`src/rtl/sdm_interp.sv`:
```
// Linear-interpolating upsampler for the SDM DAC path: one buffered PCM input per segment,
// 2**OSR_LOG2 interpolated outputs per segment, one output strobe every CLK_DIV clocks.
module sdm_interp #(
    parameter int unsigned OSR_LOG2 = 6,
    parameter int unsigned CLK_DIV  = 16
) (
    input  logic        clk,
    input  logic        rst_n,
    input  logic        valid_in,
    output logic        ready_in,
    input  logic [15:0] din,
    output logic        valid_out,
    output logic [15:0] dout,
    output logic        underrun
);

    localparam int unsigned AccW = 17 + OSR_LOG2;
    localparam int unsigned CntW = (CLK_DIV > 2) ? $clog2(CLK_DIV) : 1;
    localparam logic [CntW-1:0] TickMax = CntW'(CLK_DIV - 1);

    typedef enum logic [1:0] {StIdle, StRun, StHold} state_e;

    state_e                 state_q;
    logic [CntW-1:0]        tick_cnt_q;
    logic                   buf_valid_q;
    logic [15:0]            buf_data_q;
    logic [15:0]            c_q;
    logic signed [16:0]     diff_q;
    logic signed [AccW-1:0] acc_q;
    logic [OSR_LOG2-1:0]    k_q;

    logic                   tick;
    logic                   last_step;
    logic                   do_load;
    logic signed [16:0]     load_diff;
    logic signed [AccW-1:0] c_scaled;
    logic signed [AccW-1:0] acc_step;

    assign tick      = (tick_cnt_q == TickMax);
    assign last_step = (k_q == {OSR_LOG2{1'b1}});
    assign ready_in  = !buf_valid_q;

    // 17-bit difference cannot overflow even for a full-scale swing.
    assign load_diff = {buf_data_q[15], buf_data_q} - {c_q[15], c_q};
    assign c_scaled  = {c_q[15], c_q, {OSR_LOG2{1'b0}}};
    assign acc_step  = acc_q + {{OSR_LOG2{diff_q[16]}}, diff_q};

    // A new segment starts whenever a sample is waiting at a segment boundary.
    always_comb begin
        do_load = 1'b0;
        if (tick && buf_valid_q) begin
            unique case (state_q)
                StIdle:  do_load = 1'b1;
                StRun:   do_load = last_step;
                StHold:  do_load = 1'b1;
                default: do_load = 1'b0;
            endcase
        end
    end

    always_ff @(posedge clk or negedge rst_n) begin
        if (!rst_n) begin
            state_q     <= StIdle;
            tick_cnt_q  <= '0;
            buf_valid_q <= 1'b0;
            buf_data_q  <= '0;
            c_q         <= '0;
            diff_q      <= '0;
            acc_q       <= '0;
            k_q         <= '0;
            valid_out   <= 1'b0;
            dout        <= '0;
            underrun    <= 1'b0;
        end else begin
            tick_cnt_q <= tick ? '0 : tick_cnt_q + CntW'(1);
            valid_out  <= 1'b0;
            underrun   <= 1'b0;

            if (valid_in && !buf_valid_q) begin
                buf_valid_q <= 1'b1;
                buf_data_q  <= din;
            end

            if (tick) begin
                unique case (state_q)
                    StIdle: ;
                    StRun: begin
                        valid_out <= 1'b1;
                        dout      <= 16'(acc_q >>> OSR_LOG2);
                        acc_q     <= acc_step;
                        k_q       <= k_q + OSR_LOG2'(1);
                        if (last_step && !buf_valid_q) begin
                            // Park exactly on C so the hold value matches the segment end.
                            acc_q    <= c_scaled;
                            diff_q   <= '0;
                            underrun <= 1'b1;
                            state_q  <= StHold;
                        end
                    end
                    StHold: begin
                        valid_out <= 1'b1;
                        dout      <= c_q;
                    end
                    default: state_q <= StIdle;
                endcase
            end

            // Load overrides the per-step updates above; the buffer cannot be
            // accepting in the same cycle because it is full.
            if (do_load) begin
                c_q         <= buf_data_q;
                diff_q      <= load_diff;
                acc_q       <= c_scaled;
                k_q         <= '0;
                buf_valid_q <= 1'b0;
                state_q     <= StRun;
            end
        end
    end

endmodule

```
`config.mk`:
```
export PLATFORM = sky130hd
export DESIGN_NAME = sdm_interp
export DESIGN_NICKNAME = d
export VERILOG_FILES = /design/src/rtl/sdm_interp.sv
export SDC_FILE = /design/constraint.sdc
export NUM_CORES = 1
export LEC_CHECK = 0
export CELL_PAD_IN_SITES_DETAIL_PLACEMENT = 1
export CELL_PAD_IN_SITES_GLOBAL_PLACEMENT = 1
export CORE_AREA = 2 2 117 119
export DETAILED_ROUTE_END_ITERATION = 7
export DIE_AREA = 0 0 119 121
export PLACE_DENSITY = 0.78
export SLEW_MARGIN = 20
export SYNTH_ARGS = -nofsm -noshare
export SYNTH_HDL_FRONTEND = slang
export SYNTH_SLANG_ARGS = --single-unit
```
`constraint.sdc`:
```
create_clock -name clk -period 3.2 [get_ports clk]
set_clock_uncertainty 0.15 [all_clocks]
set_input_delay 0.32 -clock clk [delete_from_list [all_inputs] [get_ports clk]]
set_output_delay 0.32 -clock clk [all_outputs]
set_load 0.005 [all_outputs]
```
==> metrics, run 1 <==
PwrDens 817.9 mW/mm^2; fmax 342.6 MHz; WL/cell 19.88 um; detailed-router iteration count before antenna repair 4; Die H 121 um; Buf+Inv Stages, Crit Path 0; CTS resizes 0; Leak 3.072 nW; Antenna Cells 0; largest net degree at the start of global routing 59; fin crit share 91.20%; critical path peak fanout 6; antenna violations before repair 0; P&R area growth vs syn 15.05%; Total GRT Usage 25.39%; starting density of the core 46.18%; Combinational Power Share 47.2%; asr flop ratio synth 100.0%; syn_nets 710; global placement routability congestion 0.8776; Synth Warn # 0; layout cells sized above 1 8.551%; crit end category flip-flop; DRC viols 0; clock sink count 102; crit-path max cell delay 0.41 ns; RSZ-0062 raised after global routing false; Worst R2R Start acc_q[6]; Clock Path Buffers 2; Netlist cell types 61; worst min path class reg2reg; met2 wire length 8468 um; Core ar. 0.01309 mm^2; Vias/cell 5.791; Final ANT Viol Nets 0; Seq/Total Area, Yosys 42.24%; slew of the pin with the lowest slew margin 0.9117 ns; Routed WL 17210 um; Power Total 5.687 mW; die area 0.01440 mm^2; Worst Path Arrival 3.01 ns; vias in the first global route 5451; P_int 3.403 mW; I/O pins 38; CP required 3.29 ns; H-tree depth 3; Clk pwr share 20.4%; hold wc startpoint acc_q[0]; Startpoint Class flip-flop; most common cell after layout, fill and taps aside dfrtp_1; CTS tree yes; worst path cell trace ha_1 > a2111oi_4 > o21ai_2 > a41o_4 > a41oi_4 > mux2_4 > nor4_1 > nor3b_2; number of synthesized flops with an enable pin 0; M1 WL 8006 um; Synth Flop Type dfrtp_1; worst rel slew slack 39.08%; final setup fails 0; Worst setup startpoint acc_q[6]; Port Buffers 37; Cell Rows 42; Layout Nets 749; Syn Area/Cell 9.355 um^2; final slew viol count 0; Flop pwr share 32.4%; min cycle time layout 2.918 ns; root buffer cell clkbuf_16; Clock Latency Late Sink 0.37 ns; Clock transition at path regs 0.08 ns; first-pass GRT wire length 28390 um; Die X 119 um; Worst VDD drop 371.0 uV; family with the most delay on the worst path compound AO/OA/AOI/OAI gates; setup tns final 0 ns; Inserted Clock Buffers 9; Routed met3 length 413 um; Top Metal Used met4; switching share of power 40.16%; Detailed Route Iter0 Violations 275; DP HPWL 12690 um; commonest non-fill, non-tap cells in the layout dfrtp_1 (102), nand2_1 (98), o21ai_0 (81); area of the mapped netlist 0.006043 mm^2; GRT overflow 0; final hold violation count 0; slowest CP cell dfrtp_1; total number of vias 5015; critical path type reg2reg; max-cap viol count 0; Cells after Synth 646; Net Sw Power 2.284 mW; Yosys reg bits 102; status completed
==> layer usage <==
layer | global-route usage [%] | up-vias
met5 | 0 | -
met4 | 8.482 | 0
met3 | 4.793 | 28
met2 | 42.74 | 73
met1 | 32.98 | 2522
li1 | - | 2392
==> through the flow <==
stage / setup slack, ns / util, % / hold WS [ns] / instance area (um^2) / instances
finish: 0.2815 / 53.14 / 0.3359 / 6953 / 866
global route: 0.01403 / 53.14 / 0.3591 / 6953 / 866
detailed placement: 0.2953 / 50.73 / 0.2887 / 6638 / 849
global placement: 0.3319 / 50.73 / 0.2820 / 6638 / 849
floorplan: 0.4845 / - / -0.1256 / 6043 / 646
CTS: 0.2747 / 53.14 / 0.3374 / 6953 / 866
==> path summary, 6_finish.rpt <==
check | endpoint | slack, ns | cells after the start
max | acc_q[21] | 0.28 | 8
min | acc_q[0] | 0.34 | 2
max reg2reg | acc_q[21] | 0.28 | 8
min reg2reg | acc_q[0] | 0.34 | 2
max in group asynchronous | state_q[1] | 1.68 | 3
min in group asynchronous | k_q[5] | 0.41 | 2
==> synthesized netlist by cell type (all sizes together), types with 2 or more instances <==
| cell | instances | share of area (%) |
|---|---|---|
| dfrtp | 102 | 42 |
| nand2 | 99 | 6.2 |
| o21ai | 82 | 6.9 |
| ha | 43 | 8.9 |
| a21oi | 40 | 3.4 |
| nor2 | 38 | 2.4 |
| inv | 26 | 1.6 |
| mux2i | 19 | 3.1 |
| clkbuf | 17 | 1.1 |
| mux2 | 16 | 3.0 |
| a21o | 15 | 1.9 |
| xnor2 | 13 | 1.9 |
| and3 | 11 | 1.1 |
| nand3 | 11 | 0.91 |
| xor2 | 9 | 1.3 |
| a31oi | 7 | 0.72 |
| buf | 7 | 0.56 |
| o21a | 7 | 0.87 |
| o31ai | 7 | 0.87 |
| nand2b | 6 | 0.62 |
| a21boi | 5 | 0.62 |
| nor3 | 5 | 0.41 |
| o211ai | 5 | 0.70 |
| a22o | 4 | 0.58 |
| and4 | 4 | 0.60 |
| nor2b | 4 | 0.41 |
| o311ai | 4 | 0.58 |
| a2111oi | 3 | 0.75 |
| a211oi | 3 | 0.37 |
| nand4 | 3 | 0.31 |
| o2111ai | 3 | 0.43 |
| or3 | 3 | 0.31 |
| a31o | 2 | 0.29 |
| a41oi | 2 | 0.60 |
| fa | 2 | 0.66 |
| nand4b | 2 | 0.29 |
| nor4 | 2 | 0.21 |
| o22ai | 2 | 0.21 |
| o41ai | 2 | 0.29 |
==> power groups by stage <==
| stage | Clock (mW) | Combinational (mW) | Sequential, mW |
|---|---|---|---|
| after floorplan | 0 | 1.94 | 1.78 |
| after global placement | 0 | 2.52 | 1.84 |
| after detailed placement | 0 | 2.63 | 1.86 |
| after CTS | 1.18 | 2.67 | 1.84 |
| after global routing | 1.24 | 2.98 | 1.89 |
| final | 1.16 | 2.68 | 1.84 |
==> worst min-delay path, delay by kind of cell (launching register included) <==
family / cells / cell delay, ns
DFF: 1 / 0.35
and+or+nand+nor: 2 / 0.10
==> cell families after synthesis <==
group / count (synthesis) / synth area share [%]
buffers and inverters: 50 / 3.250
adder cells (fa/ha/maj): 45 / 9.565
multiplexers: 35 / 6.190
AND/OR/NAND/NOR: 193 / 14.43
AO/OA/AOI/OAI: 199 / 21.14
XOR/XNOR: 22 / 3.188
flip-flops: 102 / 42.24
==> layout make-up <==
class | instances | area [um^2]
sequential | 102 | 2552
clock buffer | 10 | 229.0
inverter | 26 | 97.59
clock inverter | 6 | 76.32
multi-input combinational | 494 | 3294
fill | 1507 | 6132
timing repair buffer | 52 | 483.0
tap | 176 | 220.2
==> flip-flops by register name (all words and copies together) (netlist names) <==
name         cells
tick_cnt_q       4
c_q             16
state_q          2
k_q              6
buf_data_q      16
valid_out        1
diff_q          17
buf_valid_q      1
underrun         1
dout            16
acc_q           22
==> timing repair <==
item                                   in CTS  in global routing
buffers inserted                            0                  0
hold buffers                                1                  0
endpoints found under the hold margin      56                  0
Power figures use the tool's default switching activity.
==> run 2, diff against run 1 <==
Settings changed: SLEW_MARGIN 20 to 30.
==> results of run 2 <==
Final layout, timing and power as in run 1 (identical DEF).
